$ cat config.mk
export PLATFORM = sky130hd
export DESIGN_NAME = lb_stream_master
export DESIGN_NICKNAME = d
export VERILOG_FILES = /design/src/rtl/lb_stream_master.sv
export SDC_FILE = /design/constraint.sdc
export NUM_CORES = 1
export LEC_CHECK = 0
export BUFFER_PORTS_ARGS = -buffer_cell sky130_fd_sc_hd__buf_2
export CORE_MARGIN = 5
export CORE_UTILIZATION = 36
export CTS_CLUSTER_SIZE = 20
export DETAILED_ROUTE_END_ITERATION = 7
export GPL_TIMING_DRIVEN = 0
export SYNTH_ARGS = -nofsm -noshare
export SYNTH_HDL_FRONTEND = slang
export SYNTH_SLANG_ARGS = --single-unit
$ cat constraint.sdc
create_clock -name lb_clk -period 11.5 [get_ports lb_clk]
set_clock_uncertainty 0.15 [all_clocks]
set_input_delay 1.725 -clock lb_clk [delete_from_list [all_inputs] [get_ports lb_clk]]
set_output_delay 1.725 -clock lb_clk [all_outputs]
set_load 0.05 [all_outputs]
$ cat src/rtl/lb_stream_master.sv
// ---------------------------------------------------------------------------
// lb_stream_master
//
// Local-bus initiator fed by a byte-stream command channel.
//   Write packet : 'W' A2 A1 A0 D3 D2 D1 D0  -> one write strobe, reply 'w'
//   Read packet  : 'R' A2 A1 A0              -> one read strobe, reply
//                                               'r' D3 D2 D1 D0
//   Any other first byte                     -> reply '?', err_count+1
//
// Ports
//   lb_clk, reset          : clock, asynchronous active-high reset
//   cmd_data/valid/ready   : command byte stream in (valid/ready handshake)
//   rsp_data/valid/ready   : response byte stream out (valid/ready handshake)
//   lb_addr, lb_data_out   : bus address / write data (hold between packets)
//   lb_strobe, lb_rd,
//   lb_write               : transaction strobe and qualifiers
//   lb_rd_valid, lb_din    : read-data capture pulse, responder read data
//   txn_count, err_count   : completed transactions (wraps), bad opcodes
//                            (saturates)
// All outputs are driven straight from registers.
// ---------------------------------------------------------------------------
module lb_stream_master #(
    parameter int          READ_DELAY = 3,
    parameter logic [7:0]  OP_WRITE   = 8'h57,
    parameter logic [7:0]  OP_READ    = 8'h52
) (
    input  logic        lb_clk,
    input  logic        reset,
    input  logic [7:0]  cmd_data,
    input  logic        cmd_valid,
    output logic        cmd_ready,
    output logic [7:0]  rsp_data,
    output logic        rsp_valid,
    input  logic        rsp_ready,
    output logic [23:0] lb_addr,
    output logic [31:0] lb_data_out,
    output logic        lb_strobe,
    output logic        lb_rd,
    output logic        lb_write,
    output logic        lb_rd_valid,
    input  logic [31:0] lb_din,
    output logic [15:0] txn_count,
    output logic [7:0]  err_count
);

    typedef enum logic [2:0] {
        IDLE   = 3'd0,
        ADDR   = 3'd1,
        DATA   = 3'd2,
        STROBE = 3'd3,
        RWAIT  = 3'd4,
        RSP    = 3'd5
    } state_t;

    localparam logic [3:0] C_DELAY = 4'(READ_DELAY);

    // registered state
    state_t      r_state;
    logic [1:0]  r_idx;
    logic        r_is_read;
    logic [23:0] r_addr;
    logic [31:0] r_wdata;
    logic [3:0]  r_cnt;
    logic [39:0] r_rsp_buf;     // outgoing bytes, current byte in [39:32]
    logic [2:0]  r_rsp_left;
    logic        r_rsp_err;     // current response is the '?' reply
    logic        r_cmd_ready;
    logic        r_rsp_valid;
    logic        r_strobe;
    logic        r_rd;
    logic        r_write;
    logic        r_rd_valid;
    logic [15:0] r_txn_count;
    logic [7:0]  r_err_count;

    // next-state values
    state_t      w_state;
    logic [1:0]  w_idx;
    logic        w_is_read;
    logic [23:0] w_addr;
    logic [31:0] w_wdata;
    logic [3:0]  w_cnt;
    logic [39:0] w_rsp_buf;
    logic [2:0]  w_rsp_left;
    logic        w_rsp_err;
    logic        w_cmd_ready;
    logic        w_rsp_valid;
    logic        w_strobe;
    logic        w_rd;
    logic        w_write;
    logic        w_rd_valid;
    logic [15:0] w_txn_count;
    logic [7:0]  w_err_count;

    logic        w_cmd_fire;
    logic        w_rsp_fire;

    assign w_cmd_fire = cmd_valid & r_cmd_ready;
    assign w_rsp_fire = r_rsp_valid & rsp_ready;

    // Next-state and next-output computation for the packet FSM
    always_comb begin
        w_state     = r_state;
        w_idx       = r_idx;
        w_is_read   = r_is_read;
        w_addr      = r_addr;
        w_wdata     = r_wdata;
        w_cnt       = r_cnt;
        w_rsp_buf   = r_rsp_buf;
        w_rsp_left  = r_rsp_left;
        w_rsp_err   = r_rsp_err;
        w_txn_count = r_txn_count;
        w_err_count = r_err_count;

        case (r_state)
            IDLE: begin
                if (w_cmd_fire) begin
                    if (cmd_data == OP_WRITE) begin
                        w_is_read = 1'b0;
                        w_idx     = 2'd0;
                        w_state   = ADDR;
                    end else if (cmd_data == OP_READ) begin
                        w_is_read = 1'b1;
                        w_idx     = 2'd0;
                        w_state   = ADDR;
                    end else begin
                        w_rsp_buf  = {8'h3F, 32'h0000_0000};
                        w_rsp_left = 3'd1;
                        w_rsp_err  = 1'b1;
                        w_state    = RSP;
                        if (r_err_count != 8'hFF) begin
                            w_err_count = r_err_count + 8'd1;
                        end else begin
                            w_err_count = r_err_count;
                        end
                    end
                end else begin
                    w_state = IDLE;
                end
            end

            ADDR: begin
                if (w_cmd_fire) begin
                    case (r_idx)
                        2'd0:    w_addr[23:16] = cmd_data;
                        2'd1:    w_addr[15:8]  = cmd_data;
                        default: w_addr[7:0]   = cmd_data;
                    endcase
                    if (r_idx == 2'd2) begin
                        w_idx   = 2'd0;
                        w_state = r_is_read ? STROBE : DATA;
                    end else begin
                        w_idx = r_idx + 2'd1;
                    end
                end else begin
                    w_state = ADDR;
                end
            end

            DATA: begin
                if (w_cmd_fire) begin
                    case (r_idx)
                        2'd0:    w_wdata[31:24] = cmd_data;
                        2'd1:    w_wdata[23:16] = cmd_data;
                        2'd2:    w_wdata[15:8]  = cmd_data;
                        default: w_wdata[7:0]   = cmd_data;
                    endcase
                    if (r_idx == 2'd3) begin
                        w_idx   = 2'd0;
                        w_state = STROBE;
                    end else begin
                        w_idx = r_idx + 2'd1;
                    end
                end else begin
                    w_state = DATA;
                end
            end

            STROBE: begin
                if (r_is_read) begin
                    // r_cnt tracks cycles elapsed since the strobe cycle
                    w_cnt   = 4'd1;
                    w_state = RWAIT;
                end else begin
                    w_rsp_buf  = {8'h77, 32'h0000_0000};
                    w_rsp_left = 3'd1;
                    w_rsp_err  = 1'b0;
                    w_state    = RSP;
                end
            end

            RWAIT: begin
                if (r_cnt == C_DELAY) begin
                    w_rsp_buf  = {8'h72, lb_din};
                    w_rsp_left = 3'd5;
                    w_rsp_err  = 1'b0;
                    w_state    = RSP;
                end else begin
                    w_cnt = r_cnt + 4'd1;
                end
            end

            RSP: begin
                if (w_rsp_fire) begin
                    // shifting in zeros leaves rsp_data at 0 once drained
                    w_rsp_buf = {r_rsp_buf[31:0], 8'h00};
                    if (r_rsp_left == 3'd1) begin
                        w_rsp_left = 3'd0;
                        w_state    = IDLE;
                        if (!r_rsp_err) begin
                            w_txn_count = r_txn_count + 16'd1;
                        end else begin
                            w_txn_count = r_txn_count;
                        end
                    end else begin
                        w_rsp_left = r_rsp_left - 3'd1;
                    end
                end else begin
                    w_state = RSP;
                end
            end

            default: begin
                w_state = IDLE;
            end
        endcase

        // Outputs are registered, so derive them from the state being entered
        w_cmd_ready = (w_state == IDLE) || (w_state == ADDR) || (w_state == DATA);
        w_strobe    = (w_state == STROBE);
        w_write     = (w_state == STROBE) && !w_is_read;
        w_rd        = ((w_state == STROBE) && w_is_read) || (w_state == RWAIT);
        w_rd_valid  = (w_state == RWAIT) && (w_cnt == C_DELAY);
        w_rsp_valid = (w_state == RSP);
    end

    // State and output registers with asynchronous reset
    always_ff @(posedge lb_clk or posedge reset) begin
        if (reset) begin
            r_state     <= IDLE;
            r_idx       <= 2'd0;
            r_is_read   <= 1'b0;
            r_addr      <= 24'h00_0000;
            r_wdata     <= 32'h0000_0000;
            r_cnt       <= 4'd0;
            r_rsp_buf   <= 40'h00_0000_0000;
            r_rsp_left  <= 3'd0;
            r_rsp_err   <= 1'b0;
            r_cmd_ready <= 1'b0;
            r_rsp_valid <= 1'b0;
            r_strobe    <= 1'b0;
            r_rd        <= 1'b0;
            r_write     <= 1'b0;
            r_rd_valid  <= 1'b0;
            r_txn_count <= 16'h0000;
            r_err_count <= 8'h00;
        end else begin
            r_state     <= w_state;
            r_idx       <= w_idx;
            r_is_read   <= w_is_read;
            r_addr      <= w_addr;
            r_wdata     <= w_wdata;
            r_cnt       <= w_cnt;
            r_rsp_buf   <= w_rsp_buf;
            r_rsp_left  <= w_rsp_left;
            r_rsp_err   <= w_rsp_err;
            r_cmd_ready <= w_cmd_ready;
            r_rsp_valid <= w_rsp_valid;
            r_strobe    <= w_strobe;
            r_rd        <= w_rd;
            r_write     <= w_write;
            r_rd_valid  <= w_rd_valid;
            r_txn_count <= w_txn_count;
            r_err_count <= w_err_count;
        end
    end

    assign cmd_ready   = r_cmd_ready;
    assign rsp_data    = r_rsp_buf[39:32];
    assign rsp_valid   = r_rsp_valid;
    assign lb_addr     = r_addr;
    assign lb_data_out = r_wdata;
    assign lb_strobe   = r_strobe;
    assign lb_rd       = r_rd;
    assign lb_write    = r_write;
    assign lb_rd_valid = r_rd_valid;
    assign txn_count   = r_txn_count;
    assign err_count   = r_err_count;

endmodule

Word level (Yosys, flattened, before mapping). Cells that the tools add are included.

Multiplexer cells: 49. Bitwise logic cells: 7. Equal/unequal tests: 28. $add $sub $neg: 5. Reductions and logical operators: 27.

Operators with widths (number): $mux W40 (6); $pmux W40 S4 (1); $mux W3 (17); $reduce_and A3 Y1 (7); $pmux W3 S6 (1); $add A16 B1 Y16 const B (1); $eq A8 B7 Y1 const B (2); $ne A2 B2 Y1 const B (8); $mux W2 (7); $eq A3 B2 Y1 const B (4); $eq A3 B3 Y1 const B (4); $pmux W3 S4 (1); $mux W1 (11); $reduce_and A5 Y1 (2); $eq A3 B1 Y1 const B (3); $add A8 B1 Y8 const B (1); $eq A4 B2 Y1 const B (2); $mux W4 (2); $ne A8 B8 Y1 const B (1); $pmux W4 S2 (1); $reduce_and A7 Y1 (1); $logic_not A3 Y1 (2); $pmux W2 S3 (1); $reduce_and A6 Y1 (1); other kinds (18) (29).

Output and inout bits: 94. Logic and storage cells: 138. Register bits: 140. Bits of input ports: 44.

Longest topological paths before layout. Gate-level depths: netlist of run 1.

Depth after elaboration: 8. Mapped depth: 6. Depth with buffers taken out: 6.

Worst setup path before layout of run 1. Ideal clock, no wire load.

Path kind: input to register. Start point: in cmd_data[2]. End point: reg r_rsp_buf[10]. Stages: 6. Path slack: 8.017 ns. Setup time: 0.125 ns. Required time: 11.225 ns. Data arrival time: 3.209 ns. Cell sequence: clkbuf_2 xnor2_1 a31o_2 a211oi_4 buf_6 mux2_2.

Word-level cells in the longest chain between the ends: 3. Elaborated cells between the ends (all ways): 5.

RTL lines: start: declaration (line 29) `input logic [7:0] cmd_data,`; $eq A8 B7 Y1 (on tied branches) (line 122, 118); $ne A2 B2 Y1 (no source line); $reduce_and A7 Y1 (no source line) (*); end signal: assignment (line 264) `r_rsp_buf <= w_rsp_buf;`; end: declaration (line 64) `logic [39:0] r_rsp_buf;`.

Mark *: on every way between the ends. The rest lies on a longest branch, timed or not. A chain may end at the register's enable or synchronous reset.

Final worst setup path of run 1.
Start point: in cmd_data[5]. End point: reg r_rsp_buf[11].

Same word-level chain as after synthesis.

==> impl_summary.log, run 1 <==
INFO  metric synth_top_flop_cell = sky130_fd_sc_hd__dfrtp_1
INFO  metric wire_per_inst = about 16 µm
INFO  metric slowest_stage = sky130_fd_sc_hd__a211oi_4
INFO  metric routed_wirelength = 14.59 mm
INFO  metric mapped_cell_area = 6334 µm²
INFO  metric gp_congestion = between 0.7 and 0.8
INFO  metric slew_headroom = 0.2795
INFO  metric cts-resized-gates = 0
INFO  metric synth_seq_cells = 140
INFO  metric cp.buffers_inverters = 2
INFO  metric seq_area_frac_synth = 0.5531
INFO  metric net_count_final = about 710
INFO  metric delay_contributed_by_the_slowest_stage_of_the_critical_path = between 0.4 and 0.5 ns
INFO  metric timing.final.crit_period = roughly 3.4 ns
INFO  metric status = finished clean
INFO  metric totalNegativeSetupSlack = 0 ns
INFO  metric cts_post_setup_buffers_inserted = 0
INFO  metric clkSinkCount = 140
INFO  metric tritoncts.num_buffers = 17
INFO  metric crit_path_start_kind = input pin
INFO  metric place.detailed.instances = about 860
INFO  metric fp.dieH = 142.6 µm
INFO  metric synth_cells = 500
INFO  metric cellLeakagePower = 4.047 nW
INFO  metric area.growth.synth_to_final = 24.69%
INFO  metric critical-path-top-delay-family = compound AO/OA/AOI/OAI gates
INFO  metric floorplan.die_area = 20350 µm²
INFO  metric cp_data_required_time = 11.64 ns
INFO  metric wire_length_of_the_first_global_routing_pass = 24.08 mm
INFO  metric finalHoldViolations = 0
INFO  metric detail-route-antenna-nets = 0
INFO  metric cts_hold_repair.buffers = 0
INFO  metric muxShareOfSynthArea = 0.1849
INFO  metric dp_slack = between 7 and 8 ns
INFO  metric post_synth_main_area_contributors = sky130_fd_sc_hd__dfrtp_1 (55%), sky130_fd_sc_hd__mux2_2 (15%), sky130_fd_sc_hd__mux2i_1 (2.8%)
INFO  metric post_synth_and_or_nand_nor_area_fraction = 0.1077
INFO  metric track_usage = 0.1495
INFO  metric maximum_number_of_pins_on_one_net_before_global_route_repair = 100
INFO  metric crit_chain = buf_2 -> and4bb_2 -> a31o_2 -> a211oi_4 -> buf_6 -> mux2_2
INFO  metric tritoncts = built
INFO  metric cap_violations = 0
INFO  metric timing_worst_setup_path_type = in2reg
INFO  metric final_cells = slightly below 900
INFO  metric first_global_vias = 4643
INFO  metric grt_setup_unrepaired = false
INFO  metric share_of_synthesized_cell_area_in_full_adder_half_adder_and_majority_cells = 0.01976
INFO  metric power_density = 266.2 nW/µm²
INFO  metric synth_xor_area_frac = 0.03181
INFO  metric dp_hpwl = 10.66 mm
INFO  metric synth_top_area_cell = sky130_fd_sc_hd__dfrtp_1
INFO  metric cts.path.max_buffers = 2
INFO  metric antenna_violations_before_repair = 0
INFO  metric portBuffers = 135
INFO  metric syn-mean-instance-area = 12.67 µm²
INFO  metric critical_path.endpoint_type = flip-flop
INFO  metric pins_over_their_slew_limit = 0
INFO  metric drt-vias-per-instance = roughly 5
INFO  metric synth_compound_gate_area_share = 0.06183
INFO  metric cts_max_level = 4
INFO  metric antenna_cells_inserted = 0
INFO  metric clockRootBuffer = sky130_fd_sc_hd__clkbuf_16
INFO  metric design.portCount = between 100 and 150
INFO  metric cp_data_arrival_time = roughly 3.5 ns
INFO  metric final_layout_size_suffix_gt1_frac = 0.4243
INFO  metric clkSlewWorstSetupHoldPaths = 0.06 ns
INFO  metric mappedNetlistNets = 554
INFO  metric top_area_cell_type_share_of_the_netlist_area = 0.5531
INFO  metric start_util = 0.3662
INFO  metric synth.yosys.warnings = 0
INFO  metric clk_latency = 0.41 ns
INFO  metric main_combinational_cell_family_by_area_after_synthesis = multiplexers
INFO  metric max_clock_freq = 296.4 MHz
INFO  metric grt-ovfl-total = 0
INFO  metric crit_path_max_fanout = 10
INFO  metric async_reset_ff_frac = 1.000
INFO  metric dr_iter_0_viols = 165
INFO  metric timing_worst_slew_pin_value = 1.071 ns
INFO  metric detail_route.first_pass.iterations = 4
INFO  metric route.vias.total = 4341
INFO  metric hold_path.class = reg2reg
INFO  metric count_of_flip_flops_with_a_built_in_enable_after_synthesis = 0
INFO  metric final.fill_count = 1633
INFO  metric die_w = 142.6 µm
INFO  metric drt_drc_violations_left = 0
INFO  metric core_region_area = 17300 µm²
INFO  metric synth_cell_types = 56
INFO  metric max-vdd-ir-drop = 0.1144 mV
INFO  metric post-route-period-util = 0.2934
INFO  metric final.setup.worst_slack = about 8.1 ns
INFO  metric number_of_cell_rows = 48
INFO  metric timing.final.setup_violations = 0
per-layer routing:
metal | track usage | wire (µm) | up-vias
met4 | 0.04102 | 158 | 0
met1 | 0.1886 | 6300 | 2163
li1 | - | - | 2088
met2 | 0.2512 | 7452 | 77
met5 | 0 | 0 | -
met3 | 0.04454 | 678 | 13
path summary, 6_finish.rpt:
kind | end | slack [ns] | cells after the start | startpoint
worst max register to register | txn_count[15] | 8.81 | 5 | r_state[1]
worst min register to register | txn_count[15] | 0.32 | 1 | txn_count[15]
max in group asynchronous | err_count[0] | 9.24 | 3 | reset
worst min-delay path | txn_count[15] | 0.32 | 1 | txn_count[15]
min in group asynchronous | txn_count[15] | 1.17 | 2 | reset
worst max-delay path | r_rsp_buf[11] | 8.13 | 6 | cmd_data[5]
cells by family after synthesis:
kind of cell               count (synthesis)
DFF                                      140
and+or+nand+nor                          120
muxes                                    106
AOI/OAI and AO/OA                         51
buffers and inverters                     50
xor gates and xnor gates                  23
adders and majority gates                 10
final cells by class:
| class | count | area, µm² | area share |
|---|---|---|---|
| Clock inverter | 13 | 145.1 | 0.01838 |
| Timing Repair Buffer | 136 | 703.2 | 0.08904 |
| Tap cell | 225 | 281.5 | 0.03565 |
| Sequential cell | 140 | 3503 | 0.4436 |
| Buffer | 28 | 176.4 | 0.02234 |
| Multi-Input combinational cell | 310 | 2571 | 0.3256 |
| Inverter | 22 | 87.58 | 0.01109 |
| Clock buffer | 18 | 429.2 | 0.05434 |
layout by cell type, fill, tap and decap left out, types with 3 or more instances in the layout:
cell / n
sky130_fd_sc_hd__nand3b_1: 6
sky130_fd_sc_hd__xnor2_1: 14
sky130_fd_sc_hd__mux2i_1: 18
sky130_fd_sc_hd__inv_1: 21
sky130_fd_sc_hd__and3_1: 6
sky130_fd_sc_hd__a22o_1: 18
sky130_fd_sc_hd__nor3_1: 6
sky130_fd_sc_hd__clkinv_4: 4
sky130_fd_sc_hd__clkbuf_16: 17
sky130_fd_sc_hd__nor2b_1: 4
sky130_fd_sc_hd__nand3_1: 9
sky130_fd_sc_hd__nor2_1: 15
sky130_fd_sc_hd__buf_2: 140
sky130_fd_sc_hd__nand2b_1: 3
sky130_fd_sc_hd__and2_1: 3
sky130_fd_sc_hd__buf_6: 3
sky130_fd_sc_hd__nand2_1: 35
sky130_fd_sc_hd__ha_1: 10
sky130_fd_sc_hd__mux2_2: 86
sky130_fd_sc_hd__and4_1: 3
sky130_fd_sc_hd__clkinv_2: 3
sky130_fd_sc_hd__xor2_1: 9
sky130_fd_sc_hd__o21ai_0: 13
sky130_fd_sc_hd__dfrtp_1: 140
sky130_fd_sc_hd__nor3b_1: 4
sky130_fd_sc_hd__nand4_1: 6
sky130_fd_sc_hd__a21oi_1: 3
sky130_fd_sc_hd__clkbuf_1: 9
sky130_fd_sc_hd__buf_4: 11
flip-flops by register name, summed over array words and instances (netlist names):
name	cells
r_rsp_err	1
txn_count	16
lb_write	1
lb_rd_valid	1
r_state	3
lb_strobe	1
cmd_ready	1
r_cnt	4
lb_addr	24
r_rsp_buf	40
lb_data_out	32
r_is_read	1
r_idx	2
err_count	8
rsp_valid	1
r_rsp_left	3
lb_rd	1
metrics by stage:
stage / hold slack, ns / total power, mW / instance area [µm²] / utilization
after floorplan: 0.3094 / 1.380 / 6334 / -
after global placement: 0.3111 / 1.566 / 7291 / 0.4215
after detailed placement: 0.3160 / 1.592 / 7323 / 0.4234
after CTS: 0.3308 / 2.132 / 7898 / 0.4566
after global routing: 0.3417 / 2.227 / 7898 / 0.4566
final: 0.3250 / 2.103 / 7898 / 0.4566
cells in the mapped netlist (2+ instances only):
master / number
sky130_fd_sc_hd__nand4_1: 6
sky130_fd_sc_hd__buf_6: 3
sky130_fd_sc_hd__mux2_2: 86
sky130_fd_sc_hd__nand3_1: 9
sky130_fd_sc_hd__xnor2_1: 14
sky130_fd_sc_hd__nor2_1: 15
sky130_fd_sc_hd__a22oi_1: 2
sky130_fd_sc_hd__and3b_1: 2
sky130_fd_sc_hd__nor3_1: 6
sky130_fd_sc_hd__o41ai_1: 2
sky130_fd_sc_hd__nand2_1: 35
sky130_fd_sc_hd__and2_1: 3
sky130_fd_sc_hd__and3_1: 6
sky130_fd_sc_hd__nand4b_1: 2
sky130_fd_sc_hd__nor3b_1: 4
sky130_fd_sc_hd__a21oi_1: 3
sky130_fd_sc_hd__buf_4: 11
sky130_fd_sc_hd__a211oi_1: 2
sky130_fd_sc_hd__clkbuf_1: 8
sky130_fd_sc_hd__o21ai_0: 13
sky130_fd_sc_hd__a22o_1: 18
sky130_fd_sc_hd__nor4_1: 2
sky130_fd_sc_hd__mux2_1: 2
sky130_fd_sc_hd__a31o_2: 2
sky130_fd_sc_hd__ha_1: 10
sky130_fd_sc_hd__mux2i_1: 18
sky130_fd_sc_hd__nor2b_1: 4
sky130_fd_sc_hd__buf_2: 5
sky130_fd_sc_hd__nand3b_1: 6
sky130_fd_sc_hd__a21o_1: 2
sky130_fd_sc_hd__xor2_1: 9
sky130_fd_sc_hd__nand2b_1: 3
sky130_fd_sc_hd__inv_1: 22
sky130_fd_sc_hd__dfrtp_1: 140
sky130_fd_sc_hd__and4_1: 3
sky130_fd_sc_hd__or2_2: 2
power by group:
group	switching [mW]	internal, mW
Sequential	0.0738	0.617
Clock	0.211	0.320
Combinational	0.556	0.326
Total	0.840	1.26
Power figures use the tool's default switching activity.
==> run 2, diff against run 1 <==
==> constraint.sdc (replaced) <==
create_clock -name lb_clk -period 2.9 [get_ports lb_clk]
set_clock_uncertainty 0.15 [all_clocks]
set_input_delay 0.435 -clock lb_clk [delete_from_list [all_inputs] [get_ports lb_clk]]
set_output_delay 0.435 -clock lb_clk [all_outputs]
set_load 0.05 [all_outputs]
==> run 2 against run 1 <==
Cell area is 1.2% higher. Cell count up 0.56%. Global-route usage rose by 0.34 points. Hold slack got worse by 0.21 ns. Non-clock buffer count is 4 higher. Register-to-register slack got worse by 8.4 ns. Critical endpoint is now r_rsp_buf[12].
==> impl_summary.log, run 2 (synthesis gave the netlist of run 1 again) <==
INFO  metric cts.path.max_buffers = 2
INFO  metric start_util = 0.3662
INFO  metric routed_wirelength = 14.75 mm
INFO  metric power.combinational.fraction = 0.417
INFO  metric wire_length_of_the_first_global_routing_pass = 24.49 mm
INFO  metric antenna_cells_inserted = 0
INFO  metric post-route-period-util = 0.8699
INFO  metric gp_congestion = between 0.8 and 0.9
INFO  metric cellLeakagePower = 4.087 nW
INFO  metric sw_frac_of_total = 0.4009
INFO  metric grt-ovfl-total = 0
INFO  metric number_of_cell_rows = 48
INFO  metric core_region_area = 17300 µm²
INFO  metric internal_power = 5.055 mW
INFO  metric detail-route-antenna-nets = 0
INFO  metric detail_route.first_pass.iterations = 5
INFO  metric largest_register = r_rsp_buf
INFO  metric die_w = 142.6 µm
INFO  metric final.setup.worst_slack = 0.3772 ns
INFO  metric hold_path.class = in2reg
INFO  metric timing.final.setup_violations = 0
INFO  metric area.growth.synth_to_final = 26.20%
INFO  metric final_layout_size_suffix_gt1_frac = 0.4286
INFO  metric tritoncts = built
INFO  metric critical_path.endpoint_type = flip-flop
INFO  metric cts_max_level = 4
INFO  metric floorplan.die_area = 20350 µm²
INFO  metric grt_setup_unrepaired = false
INFO  metric max_clock_freq = 396.4 MHz
INFO  metric drt_drc_violations_left = 0
INFO  metric cap_violations = 0
INFO  metric pins_over_their_slew_limit = 0
INFO  metric drt-vias-per-instance = 4.868
INFO  metric timing_worst_setup_path_type = reg2reg
INFO  metric highest_count_cells_in_the_layout_ignoring_fill_and_taps = sky130_fd_sc_hd__buf_2 (140), sky130_fd_sc_hd__dfrtp_1 (140), sky130_fd_sc_hd__mux2_2 (86)
INFO  metric wire_per_inst = about 16 µm
INFO  metric largest_register_ffs = 40
INFO  metric antenna_violations_before_repair = 0
INFO  metric net-switching-power = 3.383 mW
INFO  metric first_global_vias = approximately 4700
INFO  metric fp.dieH = around 140 µm
INFO  metric clock_power_share = 0.258
INFO  metric tritoncts.num_buffers = 17
INFO  metric track_usage = 0.1529
INFO  metric timing.final.crit_period = 2.523 ns
INFO  metric route.vias.total = 4367
INFO  metric finish.utilization = 0.4621
INFO  metric setup.worst_path.start = r_cnt[0]
INFO  metric max-vdd-ir-drop = 0.5125 mV
INFO  metric pwr-share-seq = 0.325
INFO  metric clkSlewWorstSetupHoldPaths = 0.06 ns
INFO  metric dp_hpwl = roughly 11 mm
INFO  metric dr_iter_0_viols = 138
INFO  metric finalHoldViolations = 0
INFO  metric net_count_final = 713
INFO  metric slew_headroom = 0.5005
INFO  metric crit_reg_reg_startpoint = r_cnt[0]
INFO  metric design.portCount = 138
INFO  metric cts_post_setup_buffers_inserted = 0
INFO  metric crit_path_start_kind = flip-flop
INFO  metric crit_path_max_fanout = 10
INFO  metric power_density = 1056 nW/µm²
INFO  metric timing_worst_slew_pin_value = around 0.74 ns
INFO  metric maximum_number_of_pins_on_one_net_before_global_route_repair = 43
INFO  metric dp_slack = between 0.1 and 0.15 ns
INFO  metric cp_data_arrival_time = 2.67 ns
INFO  metric status = finished clean
INFO  metric cp_data_required_time = 3.05 ns
INFO  metric clkSinkCount = 140
INFO  metric clk_latency = between 0.4 and 0.5 ns
INFO  metric holdCritStartpoint = lb_din[1]
INFO  metric clockRootBuffer = sky130_fd_sc_hd__clkbuf_16
INFO  metric portBuffers = 135
run 2: cell count changes in the layout (fill, tap and decap cells not counted), sizes merged:
| cell | change |
|---|---|
| clkbuf | +1 |
| clkinv | -4 |
| buf | +3 |
| inv | +4 |
| dlygate4sd3 | +1 |
run 2: metal layers:
metal,track usage,vias to the layer above,share of wire
met4,0.04802,0,0.0083
li1,-,2079,-
met3,0.04521,8,0.047
met5,0,-,0
met1,0.1848,2199,0.42
met2,0.2634,81,0.52
run 2: worst paths after layout:
path                                       to  slack, ns  cells past startpoint
worst min register to register   err_count[7]       0.33                      1
worst min-delay path             r_rsp_buf[1]       0.11                      3
worst max register to register  r_rsp_buf[12]       0.38                      6
min in group asynchronous        txn_count[4]       0.37                      3
max in group asynchronous        r_rsp_buf[3]       1.22                      6
worst max-delay path            r_rsp_buf[12]       0.38                      6
run 2: power groups by stage:
stage,registers (mW),logic [mW],clock network [mW]
finish,2.74,3.52,2.18
global route,2.80,3.79,2.34
CTS,2.74,3.58,2.25
detailed placement,2.77,3.56,0
global placement,2.74,3.48,0
floorplan,3.52,1.96,0
run 2: per-stage QoR:
| stage | instances | area, µm² | setup TNS (ns) | total power [mW] | hold WS, ns |
|---|---|---|---|---|---|
| 5_1_grt | 897 | 7993 | 0 | 8.929 | 0.09681 |
| 3_3_place_gp | 860 | 7295 | -39.50 | 6.221 | 0.3071 |
| 6_report | 897 | 7993 | 0 | 8.439 | 0.1120 |
| 4_1_cts | 897 | 7986 | 0 | 8.566 | 0.08531 |
| 3_5_place_dp | 864 | 7382 | 0 | 6.332 | 0.2716 |
| 2_1_floorplan | 500 | 6337 | 0 | 5.475 | 0.3094 |
run 2: area by class of cell:
type | instances | area, µm²
well taps | 225 | 281.5
fillers | 1631 | 9304
plain buffers | 28 | 176.4
clock inverters | 13 | 151.4
flip-flops and latches | 140 | 3503
repair buffers | 140 | 773.2
multi-input cells | 310 | 2577
inverters | 22 | 86.33
clock buffers | 19 | 442.9
run 2: timing repair:
item                                    CTS  global route
endpoints found under the hold margin    12             0
gates resized for setup                   0             1
hold buffers                              1             0
endpoints found under the setup margin    0             6
run 2: worst max-delay path, cell delays in order (launching register included):
cell and delay, ns:
sky130_fd_sc_hd__dfrtp_1 0.39, sky130_fd_sc_hd__ha_1 0.20, sky130_fd_sc_hd__or3b_2 0.47, sky130_fd_sc_hd__a21o_1 0.23, sky130_fd_sc_hd__a211oi_4 0.37, sky130_fd_sc_hd__buf_6 0.23, sky130_fd_sc_hd__mux2_2 0.35
==> run 3, diff against run 2 <==
==> constraint.sdc (replaced) <==
create_clock -name lb_clk -period 2.33 [get_ports lb_clk]
set_clock_uncertainty 0.15 [all_clocks]
set_input_delay 0.3495 -clock lb_clk [delete_from_list [all_inputs] [get_ports lb_clk]]
set_output_delay 0.3495 -clock lb_clk [all_outputs]
set_load 0.05 [all_outputs]
==> run 3 against run 2 <==
Critical endpoint is now r_rsp_buf[34]. Via count is 0.34% higher. Non-clock buffer count is 5 higher. Register-to-register slack worse by 0.33 ns.
==> impl_summary.log, run 3 (synthesis gave the netlist of run 1 again) <==
INFO  metric wire_length_of_the_first_global_routing_pass = 24.08 mm
INFO  metric number_of_cell_rows = 48
INFO  metric totalNegativeSetupSlack = 0 ns
INFO  metric grt_util_met3 = 0.04253
INFO  metric routed_wirelength = 14.82 mm
INFO  metric final.setup.worst_slack = between 0.05 and 0.06 ns
INFO  metric gr-max-usage-layer = met2
INFO  metric final_layout_size_suffix_gt1_frac = 0.4453
INFO  metric area.growth.synth_to_final = 27.99%
INFO  metric fp.dieH = approximately 140 µm
INFO  metric design.portCount = 138
INFO  metric crit_chain = ha_4 -> or3b_4 -> a21o_1 -> a211oi_4 -> buf_6 -> buf_6 -> mux2_1
INFO  metric core_region_area = around 17000 µm²
INFO  metric die_w = 142.6 µm
INFO  metric portBuffers = 135
INFO  metric cellLeakagePower = 4.135 nW
INFO  metric highest_count_cells_in_the_layout_ignoring_fill_and_taps = sky130_fd_sc_hd__buf_2 (140), sky130_fd_sc_hd__dfrtp_1 (140), sky130_fd_sc_hd__mux2_2 (86)
INFO  metric post-route-period-util = 0.9776
INFO  metric cap_violations = 0
INFO  metric clkSinkCount = 140
INFO  metric timing.final.setup_violations = 0
INFO  metric drt_drc_violations_left = 0
INFO  metric dp_hpwl = 10.91 mm
INFO  metric power_density = 1317 nW/µm²
INFO  metric grt-ovfl-total = 0
INFO  metric cts_max_level = 4
INFO  metric gp_congestion = 0.7894
INFO  metric finalHoldViolations = 0
INFO  metric status = finished clean
INFO  metric timing_worst_slew_pin_value = 0.5795 ns
INFO  metric slew_headroom = 0.6128
INFO  metric start_util = 0.3662
INFO  metric detail-route-antenna-nets = 0
INFO  metric crit_path_max_fanout = 10
INFO  metric first_global_vias = 4644
INFO  metric groute.layer.met1.usage = 0.1911
INFO  metric whs = around 0.028 ns
INFO  metric clk_latency = 0.41 ns
INFO  metric slowest_stage = sky130_fd_sc_hd__dfrtp_1
INFO  metric max_clock_freq = between 400 and 500 MHz
INFO  metric total_power = 10.68 mW
INFO  metric cp_data_required_time = 2.46 ns
INFO  metric antenna_cells_inserted = 0
INFO  metric timing_worst_setup_path_type = reg2reg
INFO  metric delay_contributed_by_the_slowest_stage_of_the_critical_path = 0.42 ns
INFO  metric track_usage = 0.1501
INFO  metric drt-vias-per-instance = 4.863
INFO  metric pins_over_their_slew_limit = 0
INFO  metric hold_path.class = in2reg
INFO  metric route.vias.total = 4382
INFO  metric cp.buffers_inverters = 2
INFO  metric dp_slack = -0.4287 ns
INFO  metric dr_iter_0_viols = 121
INFO  metric cts.path.max_buffers = 2
INFO  metric timing.final.crit_period = roughly 2.3 ns
INFO  metric largest_register_ffs = 40
INFO  metric critical-path-top-delay-family = flip-flops
INFO  metric crit_path_frequent_cell = sky130_fd_sc_hd__buf_6
INFO  metric max-vdd-ir-drop = 0.5465 mV
INFO  metric clkSlewWorstSetupHoldPaths = 0.06 ns
INFO  metric tritoncts.num_buffers = 17
INFO  metric tritoncts = built
INFO  metric wire_per_inst = 16.45 µm
INFO  metric detail_route.first_pass.iterations = 4
INFO  metric groute.layer.met2.usage = 0.2500
INFO  metric net_count_final = 718
INFO  metric antenna_violations_before_repair = 1
INFO  metric crit_path_start_kind = flip-flop
INFO  metric maximum_number_of_pins_on_one_net_before_global_route_repair = 40
INFO  metric clockRootBuffer = sky130_fd_sc_hd__clkbuf_16
INFO  metric critical_path.endpoint_type = flip-flop
INFO  metric cp_data_arrival_time = 2.41 ns
INFO  metric largest_register = r_rsp_buf
INFO  metric floorplan.die_area = 20350 µm²
==> run 3: cell types whose count changed in the layout (fill, tap and decap cells not counted), sizes merged <==
| cell | previous run | this run |
|---|---|---|
| clkbuf | 28 | 26 |
| inv | 28 | 27 |
| clkinv | 3 | 4 |
| buf | 158 | 164 |
==> run 3: layer usage <==
| metal | part of all wire | wire length [µm] |
|---|---|---|
| met1 | 0.44 | 6562 |
| met2 | 0.50 | 7432 |
| met3 | 0.043 | 634 |
| met5 | 0.00047 | 7 |
| met4 | 0.012 | 185 |
==> run 3: stage by stage <==
stage	std cells	util	instance area [µm²]
3_3_place_gp	860	0.4220	7300
6_report	901	0.4687	8107
2_1_floorplan	500	-	6342
3_5_place_dp	864	0.4266	7380
5_1_grt	901	0.4687	8107
4_1_cts	898	0.4632	8011
==> run 3: worst paths after layout <==
kind / start / end / slack, ns / cells past startpoint
setup / recovery: r_cnt[1] / r_rsp_buf[34] / 0.05 / 7
hold / removal: lb_din[4] / r_rsp_buf[4] / 0.03 / 3
setup reg to reg: r_cnt[1] / r_rsp_buf[34] / 0.05 / 7
hold reg to reg: txn_count[15] / txn_count[15] / 0.32 / 1
max in group asynchronous: reset / lb_addr[7] / 0.78 / 6
min in group asynchronous: reset / txn_count[15] / 0.33 / 3
==> run 3: cell type report <==
class | count | area (µm²)
flip-flops and latches | 140 | 3503
clock inverters | 13 | 153.9
fillers | 1633 | 9190
clock buffers | 18 | 439.2
multi-input cells | 310 | 2650
inverters | 22 | 86.33
well taps | 225 | 281.5
repair buffers | 146 | 814.5
plain buffers | 27 | 177.7
==> run 3: timing repair <==
action / 4_1_cts / 5_1_grt
gates resized for setup: 2 / 13
hold buffers: 1 / 0
endpoints found under the setup margin: 51 / 57
hold endpoints to repair: 16 / 0
pin swaps: 1 / 2
setup buffers: 2 / 4
==> run 3: worst register-to-register path, cell delays in order (launching register included) <==
cell and delay, ns:
sky130_fd_sc_hd__dfrtp_1 0.42, sky130_fd_sc_hd__ha_4 0.17, sky130_fd_sc_hd__or3b_4 0.38, sky130_fd_sc_hd__a21o_1 0.20
sky130_fd_sc_hd__a211oi_4 0.17, sky130_fd_sc_hd__buf_6 0.16, sky130_fd_sc_hd__buf_6 0.16, sky130_fd_sc_hd__mux2_1 0.34
==> run 3: power by group <==
group / switching (mW) / total [mW] / internal (mW)
combinational: 2.82 / 4.57 / 1.74
clock: 1.06 / 2.69 / 1.62
sequential: 0.378 / 3.42 / 3.04
